`src/rtl/demux_rr_dispatcher_if.sv`:
```
// demux_rr_dispatcher_if: input stream and 1-to-4 demux offer signals of the dispatcher
interface demux_rr_dispatcher_if #(
  parameter int DATA_W = 8,
  parameter int CNT_W  = 16
);
  logic              en;
  logic              in_valid;
  logic              in_ready;
  logic [DATA_W-1:0] in_data;
  logic [3:0]        out_valid;
  logic [3:0]        out_ready;
  logic [DATA_W-1:0] out_data;
  logic [1:0]        sel;
  logic [CNT_W-1:0]  xfer_cnt;
  modport slave (
    input  en, in_valid, in_data, out_ready,
    output in_ready, out_valid, out_data, sel, xfer_cnt
  );
  modport master (
    output en, in_valid, in_data, out_ready,
    input  in_ready, out_valid, out_data, sel, xfer_cnt
  );
endinterface

```
`src/rtl/demux_rr_dispatcher.sv`:
```
// demux_rr_dispatcher: single-entry buffer that deals items round-robin over four channels
module demux_rr_dispatcher #(
  parameter int DATA_W    = 8,
  parameter int SKIP_BUSY = 1,
  parameter int CNT_W     = 16
) (
  input logic clk,
  input logic rst,
  demux_rr_dispatcher_if.slave bus
);
  typedef enum logic {EMPTY, FULL} state_t;
  state_t            r_state, w_state_nxt;
  logic [1:0]        r_ptr, r_sel, w_ptr_nxt, w_pick, w_sel_ld;
  logic [DATA_W-1:0] r_data;
  logic [CNT_W-1:0]  r_cnt;
  logic              w_acc, w_load;
  assign w_acc     = (r_state == FULL) && bus.out_ready[r_sel];
  assign bus.in_ready = bus.en && ((r_state == EMPTY) || w_acc);
  assign w_load    = bus.in_valid && bus.in_ready;
  assign w_ptr_nxt = w_acc ? r_sel + 2'd1 : r_ptr;
  // descending scan so the nearest ready channel after ptr_nxt wins
  always_comb begin
    w_pick = w_ptr_nxt;
    for (int k = 3; k >= 0; k--)
      if (bus.out_ready[w_ptr_nxt + 2'(k)]) w_pick = w_ptr_nxt + 2'(k);
  end
  assign w_sel_ld = (SKIP_BUSY != 0) ? w_pick : w_ptr_nxt;
  always_comb begin
    w_state_nxt = r_state;
    w_state_nxt = w_load ? FULL : (w_acc ? EMPTY : r_state);
  end
  always_ff @(posedge clk or posedge rst)
    if (rst) r_state <= EMPTY;
    else     r_state <= w_state_nxt;
  always_ff @(posedge clk or posedge rst)
    if (rst) begin
      r_ptr  <= '0;
      r_sel  <= '0;
      r_data <= '0;
      r_cnt  <= '0;
    end else begin
      if (w_load) begin
        r_sel  <= w_sel_ld;
        r_data <= bus.in_data;
      end
      if (w_acc) begin
        r_ptr <= r_sel + 2'd1;
        r_cnt <= r_cnt + 1'b1;
      end
    end
  assign bus.out_valid = (r_state == FULL) ? 4'b0001 << r_sel : 4'b0000;
  assign bus.out_data  = r_data;
  assign bus.sel       = r_sel;
  assign bus.xfer_cnt  = r_cnt;
endmodule

```
`src/flat_wrapper.sv`:
```
// flat-port wrapper written by rule: the top's interface ports become plain ports
module demux_rr_dispatcher_flat 
#(
  parameter int DATA_W    = 8,
  parameter int SKIP_BUSY = 1,
  parameter int CNT_W     = 16
)
  (clk, rst, bus_en, bus_in_valid, bus_in_data, bus_out_ready, bus_in_ready, bus_out_valid, bus_out_data, bus_sel, bus_xfer_cnt);
  demux_rr_dispatcher_if #(.DATA_W(DATA_W), .CNT_W(CNT_W)) bus_i ();
  input logic clk;
  input logic rst;
  input wire logic [$bits(bus_i.en)-1:0] bus_en;
  input wire logic [$bits(bus_i.in_valid)-1:0] bus_in_valid;
  input wire logic [$bits(bus_i.in_data)-1:0] bus_in_data;
  input wire logic [$bits(bus_i.out_ready)-1:0] bus_out_ready;
  output wire logic [$bits(bus_i.in_ready)-1:0] bus_in_ready;
  output wire logic [$bits(bus_i.out_valid)-1:0] bus_out_valid;
  output wire logic [$bits(bus_i.out_data)-1:0] bus_out_data;
  output wire logic [$bits(bus_i.sel)-1:0] bus_sel;
  output wire logic [$bits(bus_i.xfer_cnt)-1:0] bus_xfer_cnt;
  assign bus_i.en = bus_en;
  assign bus_i.in_valid = bus_in_valid;
  assign bus_i.in_data = bus_in_data;
  assign bus_i.out_ready = bus_out_ready;
  assign bus_in_ready = bus_i.in_ready;
  assign bus_out_valid = bus_i.out_valid;
  assign bus_out_data = bus_i.out_data;
  assign bus_sel = bus_i.sel;
  assign bus_xfer_cnt = bus_i.xfer_cnt;
  demux_rr_dispatcher #(.DATA_W(DATA_W), .SKIP_BUSY(SKIP_BUSY), .CNT_W(CNT_W)) u_core (.clk(clk), .rst(rst), .bus(bus_i));
endmodule
```
`config.mk`:
```
export PLATFORM = sky130hd
export DESIGN_NAME = demux_rr_dispatcher_flat
export DESIGN_NICKNAME = d
export VERILOG_FILES = /design/src/rtl/demux_rr_dispatcher_if.sv /design/src/rtl/demux_rr_dispatcher.sv /design/src/flat_wrapper.sv
export SDC_FILE = /design/constraint.sdc
export NUM_CORES = 1
export LEC_CHECK = 0
export ABC_AREA = 1
export CAP_MARGIN = 20
export CORE_UTILIZATION = 50
export DETAILED_ROUTE_END_ITERATION = 8
export DONT_BUFFER_PORTS = 1
export HOLD_SLACK_MARGIN = 0.12
export PLACE_DENSITY = 0.69
export SETUP_SLACK_MARGIN = 0.05
export SLEW_MARGIN = 10
export SYNTH_ARGS = -nofsm -noshare
export SYNTH_HDL_FRONTEND = slang
export SYNTH_SLANG_ARGS = --single-unit
```
`constraint.sdc`:
```
create_clock -name clk -period 3.41 [get_ports clk]
set_input_delay 0.341 -clock clk [delete_from_list [all_inputs] [get_ports clk]]
set_output_delay 0.341 -clock clk [all_outputs]
set_load 0.005 [all_outputs]
```
* Word level (Yosys, flattened, before mapping)
Index checks and enable logic that the tools add are counted.
** Storage, ports and cells
- Register bits :: 29
- Input bits :: 16
** Operators by class
- Add/sub/neg operators :: 5
- Order comparisons :: 5
- Shift operators :: 1
- Multiplexer cells :: 18
- Bitwise operators :: 1
- Reductions and logical operators :: 5
** Operators with widths (count)
- $add 16x1->16 const B :: 1
- $lt 2x3->1 const B :: 5
- $bmux 1 s2 :: 5
- $mux 2 :: 5
- $mux 1 :: 7
- $add 2x1->2 const B :: 2
- $add 2x2->2 const B :: 2
- $mux 4 :: 1
- $shl 1x2->4 const A :: 1
- $logic_and 1x1->1 :: 3
- $reduce_bool 2->1 :: 1
- $logic_or 1x1->1 :: 1
- $not 1->1 :: 1

* Logic depth before layout (Yosys ltp)
Gate-level depths: netlist (run 1).
- Depth in word-level cells :: 11
- Mapped depth :: 17
- Depth with buffers taken out :: 16

* Worst setup path after synthesis (run 1)
OpenSTA, ideal clock, no wires.
- Kind :: register to register
- From :: reg u_core.r_sel[0], in the netlist u_core.bus.sel[0]
- To :: reg u_core.r_sel[0], in the netlist u_core.bus.sel[0]
- Setup time :: 119 ps
- Data arrival time :: 1636 ps
- Data required time :: 3291 ps
- Setup slack :: 1655 ps
- Stages on the path, launching flop included :: 18
- Path buffers :: 1
- Path through :: dfrtp_1 -> inv_2 -> nand2_1 -> nand3_4 -> nand3_4 -> nand2_2 -> nand2_2 -> buf_6 -> nand2_2 -> nand2_2 -> nand2_1 -> nand2_1 -> inv_1 -> nand2_2 -> nand2_1 -> nand2_1 -> nand3_1 -> nand2_1
** On the way
- Cells in the longest elaborated chain, start to end :: 11
- Elaborated cells on any way between the ends :: 23
- Those cells by class :: add/sub: 4; mux: 15; reduce/logical: 4
** Ends and longest elaborated chain
- start, declared :: line demux_rr_dispatcher.sv:13 : logic [1:0] r_ptr, r_sel, w_ptr_nxt, w_pick, w_sel_ld;
- start signal, assigned :: line demux_rr_dispatcher.sv:43 : r_sel <= w_sel_ld;
- $bmux 1 s2 :: line demux_rr_dispatcher.sv:17 : assign w_acc = (r_state == FULL) && bus.out_ready[r_sel];
- $mux 1 (implied by the code) :: line demux_rr_dispatcher.sv:17
- $logic_and 1x1->1 :: line demux_rr_dispatcher.sv:17
- $mux 2 (*) :: line demux_rr_dispatcher.sv:20 : assign w_ptr_nxt = w_acc ? r_sel + 2'd1 : r_ptr;
- via u_core.w_ptr_nxt[0] :: line demux_rr_dispatcher.sv:13
- $add 2x2->2 :: line demux_rr_dispatcher.sv:25 : if (bus.out_ready[w_ptr_nxt + 2'(k)]) w_pick = w_ptr_nxt + 2'(k);
- $bmux 1 s2 :: line demux_rr_dispatcher.sv:25
- $mux 1 (implied by the code) :: line demux_rr_dispatcher.sv:25
- $mux 2 (3 in a row) :: line demux_rr_dispatcher.sv:25
- $mux 2 (*) :: line demux_rr_dispatcher.sv:25
The timed path passes the listed nets; every way through them passes the cells marked *. The select of a mux whose other input is x is not followed.
A chain may end at the register's enable or synchronous reset.

* Final worst setup path (run 1)
- From :: reg u_core.r_sel[0], in the netlist u_core.bus.sel[0]
- To :: reg u_core.r_sel[1], in the netlist u_core.bus.sel[1]
** On the way
- Elaborated cells on any way between the ends :: 23
- Those cells by class :: add/sub: 4; mux: 15; reduce/logical: 4
** RTL lines
- $bmux 1 s2 :: line demux_rr_dispatcher.sv:17
- $mux 1 (implied by the code) :: line demux_rr_dispatcher.sv:17
- $logic_and 1x1->1 :: line demux_rr_dispatcher.sv:17
- $logic_or 1x1->1 :: line demux_rr_dispatcher.sv:18 : assign bus.in_ready = bus.en && ((r_state == EMPTY) || w_acc);
- $logic_and 1x1->1 :: line demux_rr_dispatcher.sv:18
- via bus_in_ready :: line flat_wrapper.sv:16 : output wire logic [$bits(bus_i.in_ready)-1:0] bus_in_ready;
- $logic_and 1x1->1 :: line demux_rr_dispatcher.sv:19 : assign w_load = bus.in_valid && bus.in_ready;
The timed path passes the listed nets, and every way through them passes these cells. The select of a mux whose other input is x is not followed.

==> impl_metrics.yaml, run 1 <==
setup_path:
  required_ns: 3.63
  critPathLaunchType: "register"
  crit_path_end_kind: "register"
  r2r_cells: 13
  setup.worst_path.class: "reg -> reg"
  worst-path-max-fanout: 12
  arrival_ns: 2.44
clock_network:
  clock_sinks: 29
  cts_setup_buffers: 0
  hold_buffers: 4
  insertion_delay_ns: 0.32
  clk_pin_slew_ns: 0.09
  clockBufferDepth: 2
  h-tree-depth: 2
  cts_resized: 0
  cts_root_buf: "clkbuf_4"
  cts_tree: "yes"
  numCtsBuffers: 5
synth:
  synth_edf_count: 0
  syn-num-nets: 241
  synthFlopType: "dfrtp_1"
  syn_inst: 220
  async_reset_ff_frac: 1.00
  ys_ff_latch: 29
  ys_warn_count: 0
  synth.distinct_cells: 24
  syn_avg_cell_area_um2: 7.62
  ys_seq_area_frac: 0.433
  synth_area_mm2: 0.00168
job:
  drv_cap: 0
power_and_ir_drop:
  power_density_mw_per_mm2: 800
  ir_worst_vdd_mv: 0.472
  leakage_nw: 1.06
  finalPower_mw: 1.50
route:
  drt_iter0_drc: 70
  routed_wirelength_mm: 3.21
  vias: 1335
  drtAntennaViolNets: 0
  wl_per_cell_um: 11.6
  vias_per_cell: 4.84
  drc: 0
  dr.pass1.iters: 4
global_routing:
  track_usage: 0.194
  overflow: 0
  grt_pass1_vias: 1226
  grt_max_degree: 30
  antenna_found_initial: 0
  grt_pass1_wl_mm: 5.17
status:
  status: "complete, no violations"
cells_and_area:
  drive_above_1_share: 0.112
  final_cell_mix: "99 x nand2_1, 29 x dfrtp_1, 25 x inv_1"
  instances_no_fill: 276
  layout_commonest_cell: "nand2_1"
  fin_util: 0.598
  layout-area-overhead-vs-synth_pct: 11.6
  antenna_cells: 0
  num-nets-final: 252
  fin_area_mm2: 0.00187
timing:
  slew_headroom: 0.655
  fin_tns_setup_ns: 0
  drv_slew: 0
  tightestPinTransition_ns: 0.517
  timing.hold.ws_ns: 0.128
  clock_skew_ns: 0.00375
  final_hold_viol_count: 0
  fin_crit_sh: 0.650
  setup_violations: 0
  fmaxAchievable_ghz: 0.451
  period_needed_ns: 2.22
  rsz0062_at_grt: "false"
  fin_ws_ns: 1.19
placed_design:
  gp_congestion: 0.829
  pre_cts_ws_ns: 1.19
  dpl.hpwl_mm: 2.35
  io_buffers: 0
  dp_cells: 261
  place_area_mm2: 0.00171
die:
  die_w_um: 59.9
  fp.coreArea_mm2: 0.00313
  dieArea_mm2: 0.00359
  rows: 20
  initial_core_util: 0.536
  ios: 47
  die_height_um: 59.9
worst_hold_path:
  hp-class: "in -> reg"
  worstHoldPathCells: 2
## worst paths after layout
check	to	startpoint	slack [ns]
min in group asynchronous	u_core.bus.xfer_cnt[13]$_DFFE_PP0P_	rst	0.49
hold / removal	u_core.bus.out_data[5]$_DFFE_PP0P_	bus_in_data[5]	0.13
setup reg to reg	u_core.bus.sel[1]$_DFFE_PP0P_	u_core.bus.sel[0]$_DFFE_PP0P_	1.19
hold reg to reg	u_core.bus.xfer_cnt[15]$_DFFE_PP0P_	u_core.bus.xfer_cnt[15]$_DFFE_PP0P_	0.49
max in group asynchronous	u_core.bus.xfer_cnt[2]$_DFFE_PP0P_	rst	2.46
setup / recovery	u_core.bus.sel[1]$_DFFE_PP0P_	u_core.bus.sel[0]$_DFFE_PP0P_	1.19
## power by group
part | switching [mW] | total [mW] | internal (mW)
registers | 0.123 | 0.560 | 0.438
logic | 0.455 | 0.698 | 0.243
clock network | 0.118 | 0.238 | 0.119
## layer usage
layer  vias to the layer above  part of all wire  track usage
li1                        695                 -            -
met1                       596              0.48        0.240
met2                        38              0.46        0.308
met3                         6             0.049       0.0606
met4                         0             0.013       0.0864
met5                         -                 0            0
## synth_stat cells (all sizes together) (2+ instances only)
cell / number / area share
nand3: 15 / 0.066
dfrtp: 29 / 0.43
ha: 5 / 0.037
nor2: 8 / 0.024
nand2: 107 / 0.25
a21oi: 2 / 0.0060
inv: 27 / 0.060
nand4: 5 / 0.019
xnor2: 6 / 0.031
xor2: 7 / 0.037
clkbuf: 2 / 0.0045
## layout make-up
cell class | count | area, um2
Multi-Input combinational cell | 160 | 827
Tap cell | 44 | 55.1
Clock buffer | 7 | 65.1
Inverter | 28 | 105
Clock inverter | 1 | 5.00
Sequential cell | 29 | 726
Fill cell | 286 | 1260
Timing Repair Buffer | 7 | 87.6
## critical path: stages (launching register included)
cell and delay, ns:
dfrtp_1 0.55, inv_2 0.11, nand2_1 0.09, nand3_2 0.14, nand2_1 0.10, nand2_1 0.07
nand2_1 0.07, inv_1 0.05, nand2_1 0.29, clkinv_1 0.35, nand2_1 0.15, inv_1 0.04
nand2_1 0.05, nand2_1 0.04
## logic make-up after synthesis
group | count (synthesis) | synth area share
AOI/OAI and AO/OA | 4 | 0.0142
and+or+nand+nor | 138 | 0.374
buffers and inverters | 31 | 0.0739
xor gates and xnor gates | 13 | 0.0679
adders and majority gates | 5 | 0.0373
DFF | 29 | 0.433
## registers in the layout, indices dropped and copies added, names as in the netlist
signal               count
u_core.bus.xfer_cnt     16
u_core.bus.out_data      8
u_core.bus.sel           2
u_core.r_ptr             2
u_core.r_state           1
No activity file was read; power rests on OpenSTA's default activity.
==> inputs of run 2 (changes only) <==
--- a/config.mk
+++ b/config.mk
@@ -11,7 +11,7 @@
 export DETAILED_ROUTE_END_ITERATION = 8
 export DONT_BUFFER_PORTS = 1
 export HOLD_SLACK_MARGIN = 0.12
-export PLACE_DENSITY = 0.69
+export PLACE_DENSITY = 0.72
 export SETUP_SLACK_MARGIN = 0.05
 export SLEW_MARGIN = 10
 export SYNTH_ARGS = -nofsm -noshare
==> constraint.sdc (replaced) <==
create_clock -name clk -period 1.81 [get_ports clk]
set_input_delay 0.181 -clock clk [delete_from_list [all_inputs] [get_ports clk]]
set_output_delay 0.181 -clock clk [all_outputs]
set_load 0.005 [all_outputs]
==> impl_metrics.yaml, run 2 (same netlist as run 1, synthesis figures left out) <==
status:
  status: "complete, but fails checks"
  violations: "negative setup slack"
clock_network:
  cts_root_buf: "clkbuf_4"
  clockBufferDepth: 2
  clock_sinks: 29
  cts_tree: "yes"
  numCtsBuffers: 5
  h-tree-depth: 2
  clk_pin_slew_ns: 0.10
  insertion_delay_ns: 0.33
timing:
  rsz0062_at_grt: "true"
  drv_slew: 0
  setup_violations: 4
  clock_skew_ns: 0.0151
  slew_headroom: 0.761
  timing.hold.ws_ns: 0.151
  final_hold_viol_count: 0
  period_needed_ns: 1.89
  tightestPinTransition_ns: 0.359
  fin_ws_ns: -0.0821
  fin_crit_sh: 1.05
  fmaxAchievable_ghz: 0.529
setup_path:
  arrival_ns: 2.15
  r2r_slack_ns: -0.08
  crit_path_end_kind: "register"
  required_ns: 2.06
  setup.worst_path.class: "reg -> reg"
  r2r_cells: 10
  reg2reg_from: "u_core.bus.sel[0]$_DFFE_PP0P_"
  crit_start: "u_core.bus.sel[0]$_DFFE_PP0P_"
  critPathLaunchType: "register"
  worst-path-max-fanout: 6
  reg2reg_to: "u_core.bus.xfer_cnt[15]$_DFFE_PP0P_"
  worstSetupEndpoint: "u_core.bus.xfer_cnt[15]$_DFFE_PP0P_"
die:
  initial_core_util: 0.536
  die_height_um: 59.9
  fp.coreArea_mm2: 0.00313
  ios: 47
  dieArea_mm2: 0.00359
  rows: 20
  die_w_um: 59.9
cells_and_area:
  fin_area_mm2: 0.00229
  fin_util: 0.732
  final_cell_mix: "79 x nand2_1, 33 x buf_4, 28 x dfrtp_1"
  layout-area-overhead-vs-synth_pct: 36.5
  largest_reg_flops: 16
  num-nets-final: 292
  antenna_cells: 0
  drive_above_1_share: 0.324
  layout_commonest_cell: "nand2_1"
  nFillCells: 222
power_and_ir_drop:
  leakage_nw: 1.28
  ir_worst_vdd_mv: 1.10
  finalPower_mw: 3.64
  clkPwrFrac: 0.105
  switchingPower_mw: 1.70
  swShare: 0.468
  intPower_mw: 1.93
  power_density_mw_per_mm2: 1590
  power_frac_seq: 0.287
  comb_power_share: 0.608
global_routing:
  grt_pass1_vias: 1416
  grt_max_degree: 30
  grt_pass1_wl_mm: 5.98
  track_usage: 0.224
  antenna_found_initial: 0
  overflow: 0
placed_design:
  dpl.hpwl_mm: 2.53
  gp_congestion: 0.825
  io_buffers: 0
  place_area_mm2: 0.00186
route:
  vias_per_cell: 4.90
  vias: 1549
  routed_wirelength_mm: 4.06
  drc: 0
  drt_iter0_drc: 83
  wl_per_cell_um: 12.9
  drtAntennaViolNets: 0
  dr.pass1.iters: 4
worst_hold_path:
  hp-class: "in -> reg"
job:
  drv_cap: 0
run 2: cell types whose count changed in the layout (fill, tap and decap cells not counted), moves of 2 or more:
cell	change
clkbuf_8	-2
nand2_2	+12
nor2_1	-2
buf_4	+33
nand2_4	+9
dlygate4sd3_1	+3
buf_6	+2
nand2_1	-20
inv_4	+2
run 2: worst min-delay path by stage:
stage | cells after the start | from | slack [ns] | to
global route | 4 | bus_in_valid | 0.15 | u_core.bus.out_data[1]$_DFFE_PP0P_
CTS | 3 | bus_in_valid | 0.16 | u_core.r_state$_DFFE_PP0P_
detailed placement | 2 | rst | 0.16 | u_core.bus.xfer_cnt[13]$_DFFE_PP0P_
global placement | 2 | rst | 0.16 | u_core.bus.out_data[1]$_DFFE_PP0P_
floorplan | 1 | rst | 0.26 | u_core.bus.out_data[0]$_DFFE_PP0P_
finish | 4 | bus_in_valid | 0.15 | u_core.bus.out_data[1]$_DFFE_PP0P_
run 2: metrics by stage:
stage	cells	TNS [ns]	setup slack, ns
after global placement	280	-0.250	-0.0920
final	316	-0.172	-0.0821
after detailed placement	280	-0.295	-0.0971
after floorplan	220	0	0.0549
after global routing	316	-0.557	-0.154
after CTS	309	0	0.00987
run 2: power by group through the flow:
stage | clock [mW] | combinational [mW] | sequential [mW]
final | 0.382 | 2.21 | 1.04
after global routing | 0.420 | 2.44 | 1.06
after CTS | 0.390 | 1.85 | 1.04
after detailed placement | 0 | 1.58 | 1.04
after global placement | 0 | 1.57 | 1.04
after floorplan | 0 | 1.15 | 0.987
run 2: final cells by class:
cell class                 instances  area (um2)  area share
clock buffer                       5        37.5      0.0164
multi-input combinational        163         981       0.429
clock inverter                     3        17.5     0.00765
tap                               44        55.1      0.0241
inverter                          28         110      0.0481
sequential                        29         727       0.318
timing repair buffer              44         360       0.157
run 2: repair_timing:
action	in CTS	in global routing
pin swaps	5	23
setup endpoints to repair	10	12
hold buffers	9	0
gates cloned	2	1
endpoints found under the hold margin	37	0
setup buffers	10	7
gates resized for setup	13	28
run 2: critical path: stages (launching register included):
cell and delay, ns:
dfrtp_2 0.46, inv_4 0.11, nand2_4 0.06, nand3_4 0.10, nand3_4 0.16, nor2_4 0.16, nand3_2 0.11, nor2_1 0.12
nand4_1 0.17, nor3b_2 0.22, xor2_1 0.16
run 2: layer usage:
layer / up-vias / routed length (um) / global-route usage
met5: - / 0 / 0
met4: 0 / 52 / 0.0598
met3: 7 / 171 / 0.0779
met2: 39 / 2130 / 0.398
met1: 721 / 1710 / 0.253
li1: 782 / - / -
